--- src/rtl/mac_layer_scheduler.sv ---
// -----------------------------------------------------------------------------
// mac_layer_scheduler
//   Time-multiplexes one shared binary-weight MAC across N_NEURONS neurons.
//   Each timestep latches the input spike vector and threshold, walks idx over
//   all neurons (one per cycle), integrates the MAC sum with leak into the
//   membrane potential u[idx], and fires when u reaches threshold. Spike bits
//   are collected in a shadow register and published as a whole at the end.
//
//   Optional feature macro: MAC_SCHED_SUBTRACT_RESET_EN
//     defined   : on spike, u = s - threshold (residual kept)
//     undefined : on spike, u = 0
//
// Ports
//   clk         in   clock
//   reset       in   asynchronous, active-high reset
//   w_wr_en     in   write weight vector (honoured only in IDLE)
//   w_wr_addr   in   neuron index for the weight write
//   w_wr_data   in   weight bits (1 = +1, 0 = -1)
//   start       in   begin a timestep (honoured only in IDLE)
//   x_in        in   input spikes, latched at start
//   threshold   in   signed firing threshold (>0), latched at start
//   mac_w       out  weights to the MAC (weight[idx] in RUN, else 0)
//   mac_x       out  spikes to the MAC (latched x in RUN, else 0)
//   mac_y       in   signed MAC sum, combinational in the same cycle
//   busy        out  high in RUN
//   done        out  one-cycle pulse, spikes_out valid
//   spikes_out  out  spike per neuron for the last completed timestep
// -----------------------------------------------------------------------------
module mac_layer_scheduler #(
    parameter int N_STAGE    = 2,
    parameter int N_NEURONS  = 4,
    parameter int U_W        = 8,
    parameter int LEAK_SHIFT = 3
) (
    input  logic                          clk,
    input  logic                          reset,
    input  logic                          w_wr_en,
    input  logic [$clog2(N_NEURONS)-1:0]  w_wr_addr,
    input  logic [2**N_STAGE-1:0]         w_wr_data,
    input  logic                          start,
    input  logic [2**N_STAGE-1:0]         x_in,
    input  logic signed [U_W-1:0]         threshold,
    output logic [2**N_STAGE-1:0]         mac_w,
    output logic [2**N_STAGE-1:0]         mac_x,
    input  logic signed [N_STAGE+1:0]     mac_y,
    output logic                          busy,
    output logic                          done,
    output logic [N_NEURONS-1:0]          spikes_out
);

    localparam int M     = 2**N_STAGE;
    localparam int IDX_W = $clog2(N_NEURONS);
    localparam int S_W   = U_W + 2;   // headroom for u - leak + y before clamping

    localparam logic signed [S_W-1:0] S_MAX = S_W'((2**(U_W-1)) - 1);
    localparam logic signed [S_W-1:0] S_MIN = -S_MAX - S_W'(1);

    typedef enum logic [1:0] {
        IDLE,
        RUN,
        DONE
    } state_t;

    state_t                 state, next_state;
    logic [IDX_W-1:0]       idx;
    logic signed [U_W-1:0]  u      [N_NEURONS];
    logic [M-1:0]           weight [N_NEURONS];
    logic [M-1:0]           x_lat;
    logic signed [U_W-1:0]  thr_lat;
    logic [N_NEURONS-1:0]   shadow;

    logic signed [U_W-1:0]  u_cur, leak, s_sat, u_new;
    logic signed [S_W-1:0]  s_raw;
    logic                   fire, last;
    logic [N_NEURONS-1:0]   spikes_next;

    // ---------------- integrate / fire for the neuron at idx ----------------
    always_comb begin
        // NOTE: every variable gets a default first so no path leaves one unassigned and infers a latch.
        u_cur       = u[idx];
        leak        = '0;
        if (LEAK_SHIFT != 0) begin
            leak = u_cur >>> LEAK_SHIFT;   // arithmetic: negative u leaks toward 0
        end
        s_raw = S_W'(u_cur) - S_W'(leak) + S_W'(mac_y);
        if (s_raw > S_MAX) begin
            s_sat = S_MAX[U_W-1:0];
        end else if (s_raw < S_MIN) begin
            s_sat = S_MIN[U_W-1:0];
        end else begin
            s_sat = s_raw[U_W-1:0];
        end
        fire = (s_sat >= thr_lat);
`ifdef MAC_SCHED_SUBTRACT_RESET_EN
        // threshold > 0 and s >= threshold, so the residual cannot overflow
        u_new = fire ? (s_sat - thr_lat) : s_sat;
`else
        u_new = fire ? '0 : s_sat;
`endif
        spikes_next      = shadow;
        spikes_next[idx] = fire;
        last             = (idx == IDX_W'(N_NEURONS - 1));
    end

    // ---------------- FSM ----------------
    always_ff @(posedge clk or posedge reset) begin
        // NOTE: registers use non-blocking assignments so every flop samples pre-edge values.
        if (reset) begin
            state <= IDLE;
        end else begin
            state <= next_state;
        end
    end

    always_comb begin
        next_state = state;
        case (state)
            IDLE:    if (start) next_state = RUN;
            RUN:     if (last)  next_state = DONE;
            DONE:    next_state = IDLE;
            default: next_state = IDLE;
        endcase
    end

    assign busy  = (state == RUN);
    assign done  = (state == DONE);
    assign mac_w = (state == RUN) ? weight[idx] : '0;
    assign mac_x = (state == RUN) ? x_lat       : '0;

    // ---------------- datapath registers ----------------
    always_ff @(posedge clk or posedge reset) begin
        if (reset) begin
            // NOTE: u and weight are register arrays that must read as zero after reset
            // (a mid-run reset discards partial updates), so they are cleared here.
            for (int i = 0; i < N_NEURONS; i++) begin
                u[i]      <= '0;
                weight[i] <= '0;
            end
            idx        <= '0;
            x_lat      <= '0;
            thr_lat    <= '0;
            shadow     <= '0;
            spikes_out <= '0;
        end else begin
            case (state)
                IDLE: begin
                    // a write and a start on the same edge both land; the run sees the new weight
                    if (w_wr_en) begin
                        weight[w_wr_addr] <= w_wr_data;
                    end
                    if (start) begin
                        x_lat   <= x_in;
                        thr_lat <= threshold;
                        idx     <= '0;
                    end
                end
                RUN: begin
                    u[idx] <= u_new;
                    shadow <= spikes_next;
                    if (last) begin
                        idx        <= '0;
                        spikes_out <= spikes_next;   // publish the whole timestep at once
                    end else begin
                        idx <= idx + IDX_W'(1);
                    end
                end
                default: ;
            endcase
        end
    end

endmodule

--- config.mk ---
export PLATFORM = sky130hd
export DESIGN_NAME = mac_layer_scheduler
export DESIGN_NICKNAME = d
export VERILOG_FILES = /design/src/rtl/mac_layer_scheduler.sv
export SDC_FILE = /design/constraint.sdc
export NUM_CORES = 1
export LEC_CHECK = 0
export ABC_AREA = 0
export BUFFER_PORTS_ARGS = -buffer_cell sky130_fd_sc_hd__buf_2
export CAP_MARGIN = 20
export CORE_MARGIN = 2
export CORE_UTILIZATION = 58
export DETAILED_ROUTE_END_ITERATION = 8
export GPL_TIMING_DRIVEN = 1
export PLACE_DENSITY_LB_ADDON = 0.1
export REMOVE_ABC_BUFFERS = 1
export SETUP_SLACK_MARGIN = 0.15
export SYNTH_ARGS = -nofsm -noshare
export SYNTH_HDL_FRONTEND = slang
export SYNTH_SLANG_ARGS = --single-unit
--- constraint.sdc ---
create_clock -name clk -period 7.2 [get_ports clk]
set_input_delay 1.44 -clock clk [delete_from_list [all_inputs] [get_ports clk]]
set_output_delay 1.44 -clock clk [all_outputs]
set_load 0.01 [all_outputs]
After elaboration in Yosys (flattened, before gate mapping)
Cells that the tools add are included.
- $add $sub $neg: 3
- magnitude comparators: 9
- eq/ne operators: 5
- muxes and demuxes: 26
- bitwise logic cells: 2
- reduce and logical (&&, ||, !) cells: 10
- operators by type and width (operator ; number):
    8-bit two-way mux ; 6
    32-bit bitwise mux ; 1
    4-bit two-way mux ; 5
    8-bit binary-select mux with 2-bit select ; 1
    16-bit bitwise mux ; 1
    8-bit demux with 2-bit select ; 1
    9-bit by 4-bit adder with 10-bit output ; 1
    10-bit by 8-bit > comparator with 1-bit output, second input constant ; 1
    10-bit by 8-bit < comparator with 1-bit output, second input constant ; 1
    2-bit AND reduction ; 5
    8-bit by 5-bit subtractor with 9-bit output ; 1
    4-bit binary-select mux with 2-bit select ; 1
    4-bit demux with 2-bit select ; 1
    8-bit greater-or-equal comparator ; 1
    2-bit two-way mux ; 4
    2-bit case mux with 2 select lines ; 2
    3-bit greater-or-equal comparator, second input constant ; 2
    3-bit by 1-bit < comparator with 1-bit output, second input constant ; 2
    2-bit NOT with 3-bit output ; 2
    4-bit bitwise mux ; 1
    2-bit == test, second input constant ; 2
    1-bit logical AND ; 3
    2-bit by 3-bit < comparator with 1-bit output, second input constant ; 1
    2-bit by 1-bit adder with 2-bit output, second input constant ; 1
    8 further kinds ; 8
- bits in registers: 72
- input bits: 26
- output and inout port bits: 14
- word-level logic and storage cells: 69

Longest topological paths before layout
- depth in word-level cells: 12
- gate-level depth with buffers: 22
- depth with buffers taken out: 19

Least setup slack after synthesis
OpenSTA, ideal clock, no wires.
- path type: input to register
- start: input port mac_y[1]
- end: register u[24] (netlist name)
- setup time: 0.095 ns
- arrival time: 5.264 ns
- required time: 7.105 ns
- path slack: 1.841 ns
- cell stages on the path: 18
- cells stage by stage: inv_1 -> fa_1 -> inv_1 -> fa_1 -> a211o_1 -> and2_1 -> o221ai_1 -> a21oi_2 -> nor2_1 -> nor2_1 -> ha_1 -> or3b_1 -> a211oi_1 -> o21ai_0 -> o221ai_1 -> nand2_1 -> buf_2 -> o31ai_1
- word-level cells in the longest chain between the ends: 7
- elaborated cells on any way between the ends: 8
- those cells by class: add/sub (1); order compare (3); mux (4)
- RTL lines (what ; RTL line ; text):
    start, declared ; 45 ; input logic signed [N_STAGE+1:0] mac_y,
    9-bit by 4-bit adder with 10-bit output * ; 85 ; s_raw = S_W'(u_cur) - S_W'(leak) + S_W'(mac_y);
    10-bit by 8-bit < comparator with 1-bit output ; 88 ; end else if (s_raw < S_MIN) begin
    8-bit two-way mux ; 88 ;
    8-bit two-way mux * ; 86 ; if (s_raw > S_MAX) begin
    8-bit greater-or-equal comparator ; 93 ; fire = (s_sat >= thr_lat);
    8-bit two-way mux * ; 98 ; u_new = fire ? '0 : s_sat;
    32-bit bitwise mux * ; 158 ; u[idx] <= u_new;
    end signal, assigned by index ; 158 ;
    end, declared ; 66 ; logic signed [U_W-1:0] u [N_NEURONS];
Every way passes the cells marked *; elsewhere a longest branch is shown, timed or not.
A chain may end at the register's enable or synchronous reset.

Final worst setup path
- start: register idx[0]
- end: register u[6] (netlist name)
- word-level cells in the longest chain between the ends: 12
- elaborated cells on any way between the ends: 18
- those cells by class: add/sub (2); order compare (5); mux (9); bitwise (1); reduce/logical (1)
- RTL lines (what ; RTL line ; text):
    start, declared ; 65 ; logic [IDX_W-1:0] idx;
    start signal, assigned ; 164 ; idx <= idx + IDX_W'(1);
    2-bit NOT with 3-bit output (not written as such) * ; 80, 158 ;
    8-bit binary-select mux with 2-bit select ; 80 ; u_cur = u[idx];
    8-bit two-way mux (not written as such) (2 in series) ; 80 ;
    8-bit by 5-bit subtractor with 9-bit output ; 85 ;
    9-bit by 4-bit adder with 10-bit output ; 85 ;
    10-bit by 8-bit < comparator with 1-bit output ; 88 ;
    8-bit two-way mux ; 88 ;
    8-bit two-way mux ; 86 ;
    8-bit greater-or-equal comparator ; 93 ;
    8-bit two-way mux ; 98 ;
    32-bit bitwise mux * ; 158 ;
Every way passes the cells marked *; elsewhere a longest branch is shown, timed or not. The select of a mux whose other input is x is not followed.

==> metrics.txt <==
initial core utilization=0.5989; Core Region=6756 sq um; CTS Buf Count=9; maxcap violations=0; WL/cell=16.02 um; fin nets=477; Worst Hold Class=flip-flop to flip-flop; CP Capture Type=flip-flop; Gate Count Post-Synth=382; Yosys top cell by area=dfrtp_1; port buffer count=39; largest cells by area after synthesis=dfrtp_1 (44%), ha_1 (7.4%), mux2_2 (6.7%); slowest cell on the critical path=dfrtp_1; Die ar.=7661 sq um; Longest Clk Path Bufs=2; skew final=0.009400 ns; Fillers=545; hpwl dp=5809 um; Reg area=1777 sq um; GRT overflow=0; clk slew on worst S/H paths=0.08 ns; initial drt markers=217; io pins=40; outcome=finished clean; placed cell count=489; worst skew pair latency=0.34 ns; Worst Tran Pin Value=0.9133 ns; router iterations before antenna repair=5; die width=87.53 um; total negative slack=0 ns; Synth cell types=43; DR vias=2908; first-pass GRT wire length=13970 um; Worst Path Required=7.43 ns; Antenna Nets Post-Route=0; crit path DAT=6.49 ns; Hold Fails Final Rpt=0; post-synth top area share=0.4391; CP max FO=24; # rows=30; Root Buffer=clkbuf_8; pin count of the biggest net entering global routing=72; FFs w/ async S/R, synth=1.000; synthesis-to-layout area growth=11.90%; max frequency=159.6 MHz; CP Cell Sequence=mux4_2, inv_1, fa_1, ha_1, a21oi_1, o211ai_1, a211oi_2, a21oi_2, nor2_1, nor2_1, ha_1, or3b_1, o221ai_1, nand2_2, o31ai_1; sequential area share after synthesis=0.4391; reg-to-reg setup timing slack=0.94 ns; Final Cycle Share=0.8700; deepest level of the CTS H-tree=3; Slew Limit Fails=0; share of layout cells above drive strength 1=0.2400; gpl congestion=0.8779; antenna cells=0; Post-Route WL=8092 um; Setup-failing EPs final=0; YS warnings=0; initial antenna violation count=0; top_reg_cell synth=dfrtp_1; vias in the first global route=2995; DRC viols=0; Mapped Area=4046 sq um; crit-path max cell delay=0.88 ns; clk sink count=71; final std cells w/o fill=505; Crit Path Category=flip-flop to flip-flop; Synth Register Bits=71; multi-input logic area=2085 sq um; RSZ-0062 raised after global routing=false; clock period minus worst slack=6.264 ns; max_slew headroom=0.3911; CTS Hold Buffers Added=0; CP Launch Type=flip-flop; Post-synth EDFFs=0; post-route cell area=4528 sq um; post-DR vias/cell=5.758; die height=87.53 um; mean post-synth cell area=10.59 sq um; Total GRT Usage=0.2367; CTS tree=done; placed inst area=4304 sq um
-- registers in the layout, indices dropped and copies added, names as in the netlist --
signal      count
idx             2
shadow          3
spikes_out      4
state           2
thr_lat         8
u              32
weight         16
x_lat           4
-- layer usage --
metal,up-vias,GRT usage,routed length (um)
li1,1412,-,-
met3,17,0.03697,287
met5,-,0,0
met1,1418,0.3235,3623
met2,61,0.3719,3958
met4,0,0.1147,223
-- timing repair --
| item | CTS | global route |
|---|---|---|
| buffers inserted | 0 | 0 |
| resized for setup | 0 | 1 |
| endpoints found under the setup margin | 0 | 24 |
-- final cells by class --
class,count,share of cell area
inverter,34,0.02818
clock buffer,9,0.02736
sequential,71,0.3924
tap,80,0.02211
timing repair buffer,42,0.04808
clock inverter,7,0.02155
multi-input combinational,262,0.4603
-- worst paths after layout --
kind	start	end	depth (start not counted)
max	idx[0]	u[6]	15
min	u[9]	u[9]	2
max reg2reg	idx[0]	u[6]	15
min reg2reg	u[9]	u[9]	2
max in group asynchronous	reset	u[14]	3
min in group asynchronous	reset	u[8]	3
-- worst max-delay path: cells and delay by family (launching register included) --
| family | cells | cell delay [ns] |
|---|---|---|
| adders and majority gates | 3 | 1.00 |
| DFF | 1 | 0.88 |
| and+or+nand+nor | 4 | 1.27 |
| buffers and inverters | 1 | 0.22 |
| muxes | 1 | 0.69 |
| AOI/OAI and AO/OA | 6 | 2.08 |
-- per-stage QoR --
stage                     worst slack, ns  hold slack (ns)  utilization
final                              0.9360           0.4757       0.6702
after global routing               0.3286           0.5074       0.6702
after global placement             0.7364           0.4547       0.6370
after detailed placement           0.5807           0.4637       0.6370
after CTS                          0.6294           0.4813       0.6698
after floorplan                     1.454           0.4432            -
-- cell usage in the layout, fill, tap and decap left out, types with 3 or more instances in the layout --
| cell type | n |
|---|---|
| nand3_1 | 4 |
| xor2_1 | 4 |
| nand2_1 | 59 |
| mux2_2 | 24 |
| nor2b_1 | 5 |
| dfrtp_1 | 71 |
| inv_1 | 32 |
| a21o_1 | 3 |
| fa_1 | 7 |
| and2_1 | 10 |
| a211oi_1 | 4 |
| mux4_2 | 12 |
| clkbuf_8 | 9 |
| o21ai_0 | 24 |
| buf_4 | 3 |
| o31ai_1 | 26 |
| xnor2_1 | 3 |
| ha_1 | 24 |
| nand2b_1 | 3 |
| a21oi_1 | 8 |
| buf_2 | 39 |
| nor2_1 | 13 |
-- Yosys cell counts, types with 3 or more instances --
master    instances
dfrtp_1          71
nand2_1          60
inv_1            33
o31ai_1          26
ha_1             24
mux2_2           24
o21ai_0          24
nor2_1           13
clkbuf_1         12
mux4_2           12
and2_1           10
a21oi_1           8
fa_1              7
nor2b_1           5
a211oi_1          4
nand3_1           4
xor2_1            4
a21o_1            3
buf_2             3
nand2b_1          3
xnor2_1           3
-- logic make-up after synthesis --
family	after synthesis	synth area share
fa+ha+maj	31	0.1088
mux	36	0.1336
flops	71	0.4391
buf+inv	49	0.04638
compound gates	84	0.1419
xor+xnor	7	0.01515
simple gates	104	0.1150
Power is not shown: default switching activity piles up to over one toggle a cycle in this logic, so the estimate is an artifact.
